--- src/rtl/players_pkg.sv ---
// Shared constants and types for the player sprite drawers (dog, cat).
package players_pkg;

  localparam int DOG_W          = 140;
  localparam int DOG_H          = 151;
  localparam int DOG_IMAGE_SIZE = DOG_W * DOG_H;
  localparam int DOG_ADDR_W     = $clog2(DOG_IMAGE_SIZE);

  localparam logic [11:0] TRANSP_DEFAULT = 12'hF0F;

  localparam int WALK_TICKS_DEFAULT  = 8;
  localparam int THROW_TICKS_DEFAULT = 20;

  typedef enum logic [1:0] {
    IDLE  = 2'd0,
    WALK  = 2'd1,
    THROW = 2'd2
  } anim_state_t;

  localparam logic [1:0] FRAME_IDLE   = 2'd0;
  localparam logic [1:0] FRAME_WALK_B = 2'd1;
  localparam logic [1:0] FRAME_THROW  = 2'd2;

  typedef struct packed {
    logic [10:0] hcount;
    logic [10:0] vcount;
    logic        hsync;
    logic        hblnk;
    logic        vsync;
    logic        vblnk;
  } vga_timing_t;

endpackage

--- src/rtl/player_anim_fsm.sv ---
// Sprite animation sequencer: advances only on vsync rising edges so the
// selected ROM frame never changes part-way through a screen.
//
//   state | meaning
//   IDLE  | standing still, frame 0
//   WALK  | walking, frame alternates 0/1 every WALK_TICKS ticks
//   THROW | throw frame held for THROW_TICKS ticks
module player_anim_fsm
  import players_pkg::*;
#(
  parameter int WALK_TICKS  = WALK_TICKS_DEFAULT,
  parameter int THROW_TICKS = THROW_TICKS_DEFAULT
) (
  input  logic       clk,
  input  logic       rst,
  input  logic       vsync,
  input  logic       walking,
  input  logic       throw_req,
  output logic [1:0] frame_sel,
  output logic       throwing
);

  localparam int MAX_TICKS = (WALK_TICKS > THROW_TICKS) ? WALK_TICKS : THROW_TICKS;
  localparam int CNT_W     = $clog2(MAX_TICKS + 1);

  localparam logic [CNT_W-1:0] WALK_LOAD  = CNT_W'(WALK_TICKS - 1);
  localparam logic [CNT_W-1:0] THROW_LOAD = CNT_W'(THROW_TICKS - 1);

  anim_state_t      state_q, state_d;
  logic [CNT_W-1:0] cnt_q, cnt_d;
  logic             walk_b_q, walk_b_d;
  logic             throw_pend_q, throw_pend_d;
  logic             vsync_q;
  logic [1:0]       frame_q, frame_d;
  logic             tick;
  logic             pend;

  always_ff @(posedge clk) begin
    if (rst) begin
      state_q      <= IDLE;
      cnt_q        <= '0;
      walk_b_q     <= 1'b0;
      throw_pend_q <= 1'b0;
      vsync_q      <= 1'b0;
      frame_q      <= FRAME_IDLE;
    end else begin
      state_q      <= state_d;
      cnt_q        <= cnt_d;
      walk_b_q     <= walk_b_d;
      throw_pend_q <= throw_pend_d;
      vsync_q      <= vsync;
      frame_q      <= frame_d;
    end
  end

  always_comb begin
    tick         = vsync & ~vsync_q;
    // a request arriving on the tick clock itself still counts
    pend         = throw_pend_q | throw_req;
    state_d      = state_q;
    cnt_d        = cnt_q;
    walk_b_d     = walk_b_q;
    throw_pend_d = throw_pend_q;
    frame_d      = FRAME_IDLE;

    if (throw_req && state_q != THROW) throw_pend_d = 1'b1;

    if (tick) begin
      case (state_q)
        IDLE: begin
          if (pend) begin
            state_d      = THROW;
            cnt_d        = THROW_LOAD;
            throw_pend_d = 1'b0;
          end else if (walking) begin
            state_d  = WALK;
            cnt_d    = WALK_LOAD;
            walk_b_d = 1'b0;
          end
        end
        WALK: begin
          if (pend) begin
            state_d      = THROW;
            cnt_d        = THROW_LOAD;
            throw_pend_d = 1'b0;
          end else if (!walking) begin
            state_d  = IDLE;
            walk_b_d = 1'b0;
          end else if (cnt_q == '0) begin
            walk_b_d = ~walk_b_q;
            cnt_d    = WALK_LOAD;
          end else begin
            cnt_d = cnt_q - CNT_W'(1);
          end
        end
        THROW: begin
          if (cnt_q == '0) begin
            walk_b_d = 1'b0;
            if (walking) begin
              state_d = WALK;
              cnt_d   = WALK_LOAD;
            end else begin
              state_d = IDLE;
            end
          end else begin
            cnt_d = cnt_q - CNT_W'(1);
          end
        end
        default: state_d = IDLE;
      endcase
    end

    case (state_d)
      THROW:   frame_d = FRAME_THROW;
      WALK:    frame_d = walk_b_d ? FRAME_WALK_B : FRAME_IDLE;
      default: frame_d = FRAME_IDLE;
    endcase
  end

  assign frame_sel = frame_q;
  assign throwing  = (state_q == THROW);

endmodule

--- src/rtl/draw_player_dog.sv ---
// Dog sprite drawer: box test and ROM address (S1), external ROM read (S2),
// colour-key composite over the background (S3). Timing is delayed to match.
module draw_player_dog
  import players_pkg::*;
#(
  parameter int          SPR_W       = DOG_W,
  parameter int          SPR_H       = DOG_H,
  parameter logic [11:0] TRANSP      = TRANSP_DEFAULT,
  parameter int          WALK_TICKS  = WALK_TICKS_DEFAULT,
  parameter int          THROW_TICKS = THROW_TICKS_DEFAULT
) (
  input  logic                  clk,
  input  logic                  rst,
  input  logic [10:0]           hcount_in,
  input  logic [10:0]           vcount_in,
  input  logic                  hsync_in,
  input  logic                  hblnk_in,
  input  logic                  vsync_in,
  input  logic                  vblnk_in,
  input  logic [11:0]           rgb_in,
  input  logic [11:0]           xpos,
  input  logic [11:0]           ypos,
  input  logic                  walking,
  input  logic                  throw_req,
  output logic [DOG_ADDR_W-1:0] rom_addr,
  output logic [1:0]            frame_sel,
  input  logic [11:0]           rom_rgb,
  output logic [10:0]           hcount_out,
  output logic [10:0]           vcount_out,
  output logic                  hsync_out,
  output logic                  hblnk_out,
  output logic                  vsync_out,
  output logic                  vblnk_out,
  output logic [11:0]           rgb_out,
  output logic                  throwing
);

  vga_timing_t           timing_in, timing_q1, timing_q2, timing_q3;
  logic [12:0]           h_ext, v_ext, x_ext, y_ext, dx, dy;
  logic                  in_box;
  logic [DOG_ADDR_W-1:0] addr_next, rom_addr_q;
  logic                  in_box_q1, in_box_q2;
  logic [11:0]           rgb_q1, rgb_q2, rgb_mix, rgb_out_q;
  logic                  use_bg;

  assign timing_in = {hcount_in, vcount_in, hsync_in, hblnk_in, vsync_in, vblnk_in};

  // 13-bit sums so a box near the 12-bit limit never wraps around
  assign h_ext = {2'b00, hcount_in};
  assign v_ext = {2'b00, vcount_in};
  assign x_ext = {1'b0, xpos};
  assign y_ext = {1'b0, ypos};
  assign dx    = h_ext - x_ext;
  assign dy    = v_ext - y_ext;

  assign in_box = (h_ext >= x_ext) && (h_ext < x_ext + 13'(SPR_W)) &&
                  (v_ext >= y_ext) && (v_ext < y_ext + 13'(SPR_H));

  assign addr_next = in_box ?
                     DOG_ADDR_W'(dy) * DOG_ADDR_W'(SPR_W) + DOG_ADDR_W'(dx) :
                     '0;

  assign use_bg  = timing_q2.hblnk | timing_q2.vblnk | ~in_box_q2 | (rom_rgb == TRANSP);
  assign rgb_mix = use_bg ? rgb_q2 : rom_rgb;

  always_ff @(posedge clk) begin
    if (rst) begin
      timing_q1  <= '0;
      timing_q2  <= '0;
      timing_q3  <= '0;
      rgb_q1     <= '0;
      rgb_q2     <= '0;
      in_box_q1  <= 1'b0;
      in_box_q2  <= 1'b0;
      rom_addr_q <= '0;
      rgb_out_q  <= '0;
    end else begin
      timing_q1  <= timing_in;
      timing_q2  <= timing_q1;
      timing_q3  <= timing_q2;
      rgb_q1     <= rgb_in;
      rgb_q2     <= rgb_q1;
      in_box_q1  <= in_box;
      in_box_q2  <= in_box_q1;
      rom_addr_q <= addr_next;
      rgb_out_q  <= rgb_mix;
    end
  end

  assign rom_addr   = rom_addr_q;
  assign rgb_out    = rgb_out_q;
  assign hcount_out = timing_q3.hcount;
  assign vcount_out = timing_q3.vcount;
  assign hsync_out  = timing_q3.hsync;
  assign hblnk_out  = timing_q3.hblnk;
  assign vsync_out  = timing_q3.vsync;
  assign vblnk_out  = timing_q3.vblnk;

  player_anim_fsm #(
    .WALK_TICKS  (WALK_TICKS),
    .THROW_TICKS (THROW_TICKS)
  ) u_anim (
    .clk       (clk),
    .rst       (rst),
    .vsync     (vsync_in),
    .walking   (walking),
    .throw_req (throw_req),
    .frame_sel (frame_sel),
    .throwing  (throwing)
  );

endmodule
--- config.mk ---
export PLATFORM = sky130hd
export DESIGN_NAME = draw_player_dog
export DESIGN_NICKNAME = d
export VERILOG_FILES = /design/src/rtl/players_pkg.sv /design/src/rtl/player_anim_fsm.sv /design/src/rtl/draw_player_dog.sv
export SDC_FILE = /design/constraint.sdc
export NUM_CORES = 1
export LEC_CHECK = 0
export CELL_PAD_IN_SITES_DETAIL_PLACEMENT = 0
export CELL_PAD_IN_SITES_GLOBAL_PLACEMENT = 1
export CORE_MARGIN = 3
export CORE_UTILIZATION = 40
export CTS_CLUSTER_DIAMETER = 40
export CTS_CLUSTER_SIZE = 10
export DETAILED_ROUTE_END_ITERATION = 6
export PLACE_DENSITY_LB_ADDON = 0.1
export SYNTH_ARGS = -nofsm -noshare
export SYNTH_HDL_FRONTEND = slang
export SYNTH_SLANG_ARGS = --single-unit
--- constraint.sdc ---
create_clock -name clk -period 7.45 [get_ports clk]
set_input_delay 0.745 -clock clk [delete_from_list [all_inputs] [get_ports clk]]
set_output_delay 0.745 -clock clk [all_outputs]
set_load 0.005 [all_outputs]
==> run_results.csv <==
group,metric,value,unit
die,floorplan.die_area,20400,um^2
drt,route.final.wire_length,16700,um
global_routing,overflow,0,
die,dieWidth,143,um
pwr,total_power,3.14,mW
worst_setup_path,setup.worst_path.start_class,"primary input",
clocking,clk_pin_slew_worst_paths,0.06,ns
synth,async_reset_ff_share,0,%
clocking,cts_resized,0,
place,port_buffers,133,
global_routing,grtUsageMet3,3.22,%
synth,synth.area.mux_share,1.20,%
drt,wl_per_cell,14.2,um
sta,final.setup.tns,0,ns
synth,synth-xor-area-share,7.19,%
clocking,postCtsSetupRepairBufs,0,
synth,synth-compound-area-share,11.5,%
cells_and_area,num_antenna_cells,0,
synth,syn-num-nets,982,
clocking,root_buffer,"sky130_fd_sc_hd__clkbuf_16",
synth,syn-mean-instance-area,9.36,um^2
global_routing,antenna_found_initial,0,
synth,yosys_register_bits,142,
sta,worst-slew-pin-transition,1.19,ns
place,place_hpwl,13100,um
sta,rsz0062_at_grt,"false",
min_path,worst_hold_path_type,"flip-flop to flip-flop",
worst_setup_path,worst_ep_arrival_time,6.30,ns
pwr,leakage,4.17,nW
die,pin_count,134,
worst_setup_path,worst_path_fanout_max,5,
global_routing,grt_use_total,16.6,%
die,chipHeight,143,um
global_routing,grt.busiest_layer,"met2",
sta,clock-skew-final,0.0102,ns
pwr,max-vdd-ir-drop,0.385,mV
die,core-area,18100,um^2
clocking,ctsHtreeMaxLevel,4,
flow_run,max-cap-violations,0,
sta,report.final.slew_viol_count,0,
die,floorplan.rows,49,
global_routing,maximum_number_of_pins_on_one_net_before_global_route_repair,93,
drt,ant_nets,0,
run_status,run_status,"completed",
drt,dr.pass1.iters,4,
clocking,clk-insertion-delay-late,0.41,ns
synth,synth_warnings,0,
sta,finalSetupViolCount,0,
synth,post_synth_inst_count,800,
global_routing,met2_usage_in_global_routing,28.5,%
synth,synth_top_family_by_area,"simple AND/OR/NAND/NOR gates",
worst_setup_path,cp-end-kind,"flip-flop",
synth,adder_and_majority_gate_portion_of_the_synthesized_area,18.4,%
clocking,cts-hold-fix-buffers,0,
synth,synth_area,7490,um^2
sta,finalWorstPathRequiredPeriod,6.04,ns
sta,hold_viol_final,0,
global_routing,grt_pass1_wl,27600,um
drt,via_per_inst,4.88,
cells_and_area,post_route_cells_drive_above_1_share,4.44,%
synth,post_synth_num_cell_types,60,
place,place.gp.congestion,0.893,
sta,timing.final.crit_share,81.0,%
global_routing,via_count_of_the_first_global_routing_pass,5777,
drt,number_of_design_rule_violations_left_after_detail_routing,0,
pwr,power.density,327,nW/um^2
synth,synth_enable_flop_cells,0,
clocking,clock_sink_count,142,
cells_and_area,flow.area_growth_from_synthesis,28.4,%
sta,timing.fmax,166,MHz
sta,max-slew-margin-rel,20.1,%
cells_and_area,layout_commonest_cell,"sky130_fd_sc_hd__dfxtp_1",
cells_and_area,mostFrequentLayoutCells,"142 x sky130_fd_sc_hd__dfxtp_1, 132 x sky130_fd_sc_hd__clkdlybuf4s50_1, 112 x sky130_fd_sc_hd__nor2b_1",
clocking,tritoncts_clock_tree,"yes",
die,initial_utilization,41.3,%
synth,synthSimpleGateAreaFrac,19.0,%
synth,synth-main-ff-cell,"sky130_fd_sc_hd__dfxtp_1",
cells_and_area,nNetsFinal,1115,
synth,seq_area_frac_synth,38.0,%
worst_setup_path,criticalPathCategory,"primary input to flip-flop",
global_routing,use_met1,21.3,%
sta,fin_hold_ws,0.433,ns
clocking,cts_buffers,17,
worst_setup_path,worstPathRequired,7.72,ns
drt,vias,5730,
clocking,clock_tree.buffer_depth,2,
drt,drt_first_iter_violations,183,
## flip-flops by register name, summed over array words and instances, names as in the netlist, 2 cells and up
register and count:
timing_q2 26, timing_q1 25, rom_addr 15, rgb_out 12, rgb_q1 12, rgb_q2 12
hcount_out 11, vcount_out 11, u_anim.cnt_q 5, u_anim.frame_sel 2, u_anim.state_q 2
## cell type report
type | instances | area [um^2]
Timing Repair Buffer | 134 | 1340
Clock inverter | 15 | 153
Clock buffer | 17 | 425
Tap cell | 229 | 287
Inverter | 73 | 274
Multi-Input combinational cell | 565 | 4290
Sequential cell | 142 | 2840
Fill cell | 1648 | 8540
## final timing paths
path,to,start,slack [ns],cells after the start
setup / recovery,rom_addr[14],ypos[1],1.41,24
hold / removal,timing_q2[20],timing_q1[20],0.43,1
setup reg to reg,u_anim.frame_sel[0],u_anim.cnt_q[0],4.95,11
hold reg to reg,timing_q2[20],timing_q1[20],0.43,1
## per-stage QoR
stage | worst slack [ns] | utilization (%) | area, um^2 | instances
2_1_floorplan | 2.05 | - | 7490 | 800
3_3_place_gp | 1.24 | 49.8 | 9030 | 1143
3_5_place_dp | 0.992 | 49.8 | 9030 | 1143
4_1_cts | 1.44 | 53.0 | 9610 | 1175
5_1_grt | 1.00 | 53.0 | 9610 | 1175
6_report | 1.41 | 53.0 | 9610 | 1175
## synth_stat cells (2+ instances only)
master / instances / area share, %
sky130_fd_sc_hd__a2111oi_0: 3 / 0.35
sky130_fd_sc_hd__a211oi_1: 6 / 0.60
sky130_fd_sc_hd__a21boi_0: 4 / 0.40
sky130_fd_sc_hd__a21o_1: 11 / 1.1
sky130_fd_sc_hd__a21oi_1: 46 / 3.1
sky130_fd_sc_hd__a22oi_1: 3 / 0.30
sky130_fd_sc_hd__a31oi_1: 3 / 0.25
sky130_fd_sc_hd__a41oi_1: 2 / 0.23
sky130_fd_sc_hd__clkbuf_1: 17 / 0.85
sky130_fd_sc_hd__dfxtp_1: 142 / 38
sky130_fd_sc_hd__fa_1: 10 / 2.7
sky130_fd_sc_hd__ha_1: 94 / 16
sky130_fd_sc_hd__inv_1: 73 / 3.7
sky130_fd_sc_hd__mux2i_1: 9 / 1.2
sky130_fd_sc_hd__nand2_1: 26 / 1.3
sky130_fd_sc_hd__nand2b_1: 9 / 0.75
sky130_fd_sc_hd__nand3_1: 4 / 0.27
sky130_fd_sc_hd__nand4_1: 4 / 0.33
sky130_fd_sc_hd__nand4b_1: 4 / 0.47
sky130_fd_sc_hd__nand4bb_1: 2 / 0.30
sky130_fd_sc_hd__nor2_1: 64 / 3.2
sky130_fd_sc_hd__nor2b_1: 112 / 9.4
sky130_fd_sc_hd__nor3_1: 20 / 1.3
sky130_fd_sc_hd__nor3b_1: 3 / 0.30
sky130_fd_sc_hd__nor4b_1: 2 / 0.23
sky130_fd_sc_hd__o211ai_1: 4 / 0.40
sky130_fd_sc_hd__o21a_1: 6 / 0.60
sky130_fd_sc_hd__o21ai_0: 18 / 1.2
sky130_fd_sc_hd__o21bai_1: 4 / 0.40
sky130_fd_sc_hd__o22ai_1: 2 / 0.17
sky130_fd_sc_hd__o31ai_1: 5 / 0.50
sky130_fd_sc_hd__or2_2: 2 / 0.17
sky130_fd_sc_hd__or3_1: 4 / 0.33
sky130_fd_sc_hd__xnor2_1: 46 / 5.4
sky130_fd_sc_hd__xor2_1: 11 / 1.3
## power breakdown
group          leakage, nW  switching (mW)  internal, mW
Combinational         2.73           0.795         0.728
Sequential            1.17         0.00988         0.791
Clock                0.277           0.348         0.472
## layer usage
layer,wire length (um),vias up
met2,8050,141
met5,0,-
met1,7710,2622
met3,734,17
met4,238,0
li1,-,2950
## cells by family (layout without fill, tap and decap cells)
kind of cell	Yosys count	after routing
DFF	142	142
and+or+nand+nor	262	262
AOI/OAI and AO/OA	131	131
buffers and inverters	93	239
muxes	9	9
adders and majority gates	104	104
xor gates and xnor gates	59	59
## worst max-delay path: stages
cell and delay, ns:
sky130_fd_sc_hd__clkdlybuf4s50_1 0.53, sky130_fd_sc_hd__inv_1 0.08, sky130_fd_sc_hd__ha_1 0.29, sky130_fd_sc_hd__nor2b_4 0.13, sky130_fd_sc_hd__o31a_1 0.25, sky130_fd_sc_hd__o21a_1 0.21
sky130_fd_sc_hd__o41ai_4 0.30, sky130_fd_sc_hd__nor2b_1 0.10, sky130_fd_sc_hd__o21a_1 0.17, sky130_fd_sc_hd__nor2_1 0.11, sky130_fd_sc_hd__xnor2_1 0.19, sky130_fd_sc_hd__ha_1 0.29
sky130_fd_sc_hd__ha_1 0.27, sky130_fd_sc_hd__inv_1 0.05, sky130_fd_sc_hd__fa_1 0.53, sky130_fd_sc_hd__inv_1 0.04, sky130_fd_sc_hd__ha_1 0.24, sky130_fd_sc_hd__o41ai_1 0.55
sky130_fd_sc_hd__xnor2_1 0.14, sky130_fd_sc_hd__ha_1 0.36, sky130_fd_sc_hd__and4_1 0.20, sky130_fd_sc_hd__o31ai_1 0.29, sky130_fd_sc_hd__xnor2_1 0.16, sky130_fd_sc_hd__nor2_1 0.06
Power figures use the tool's default switching activity.
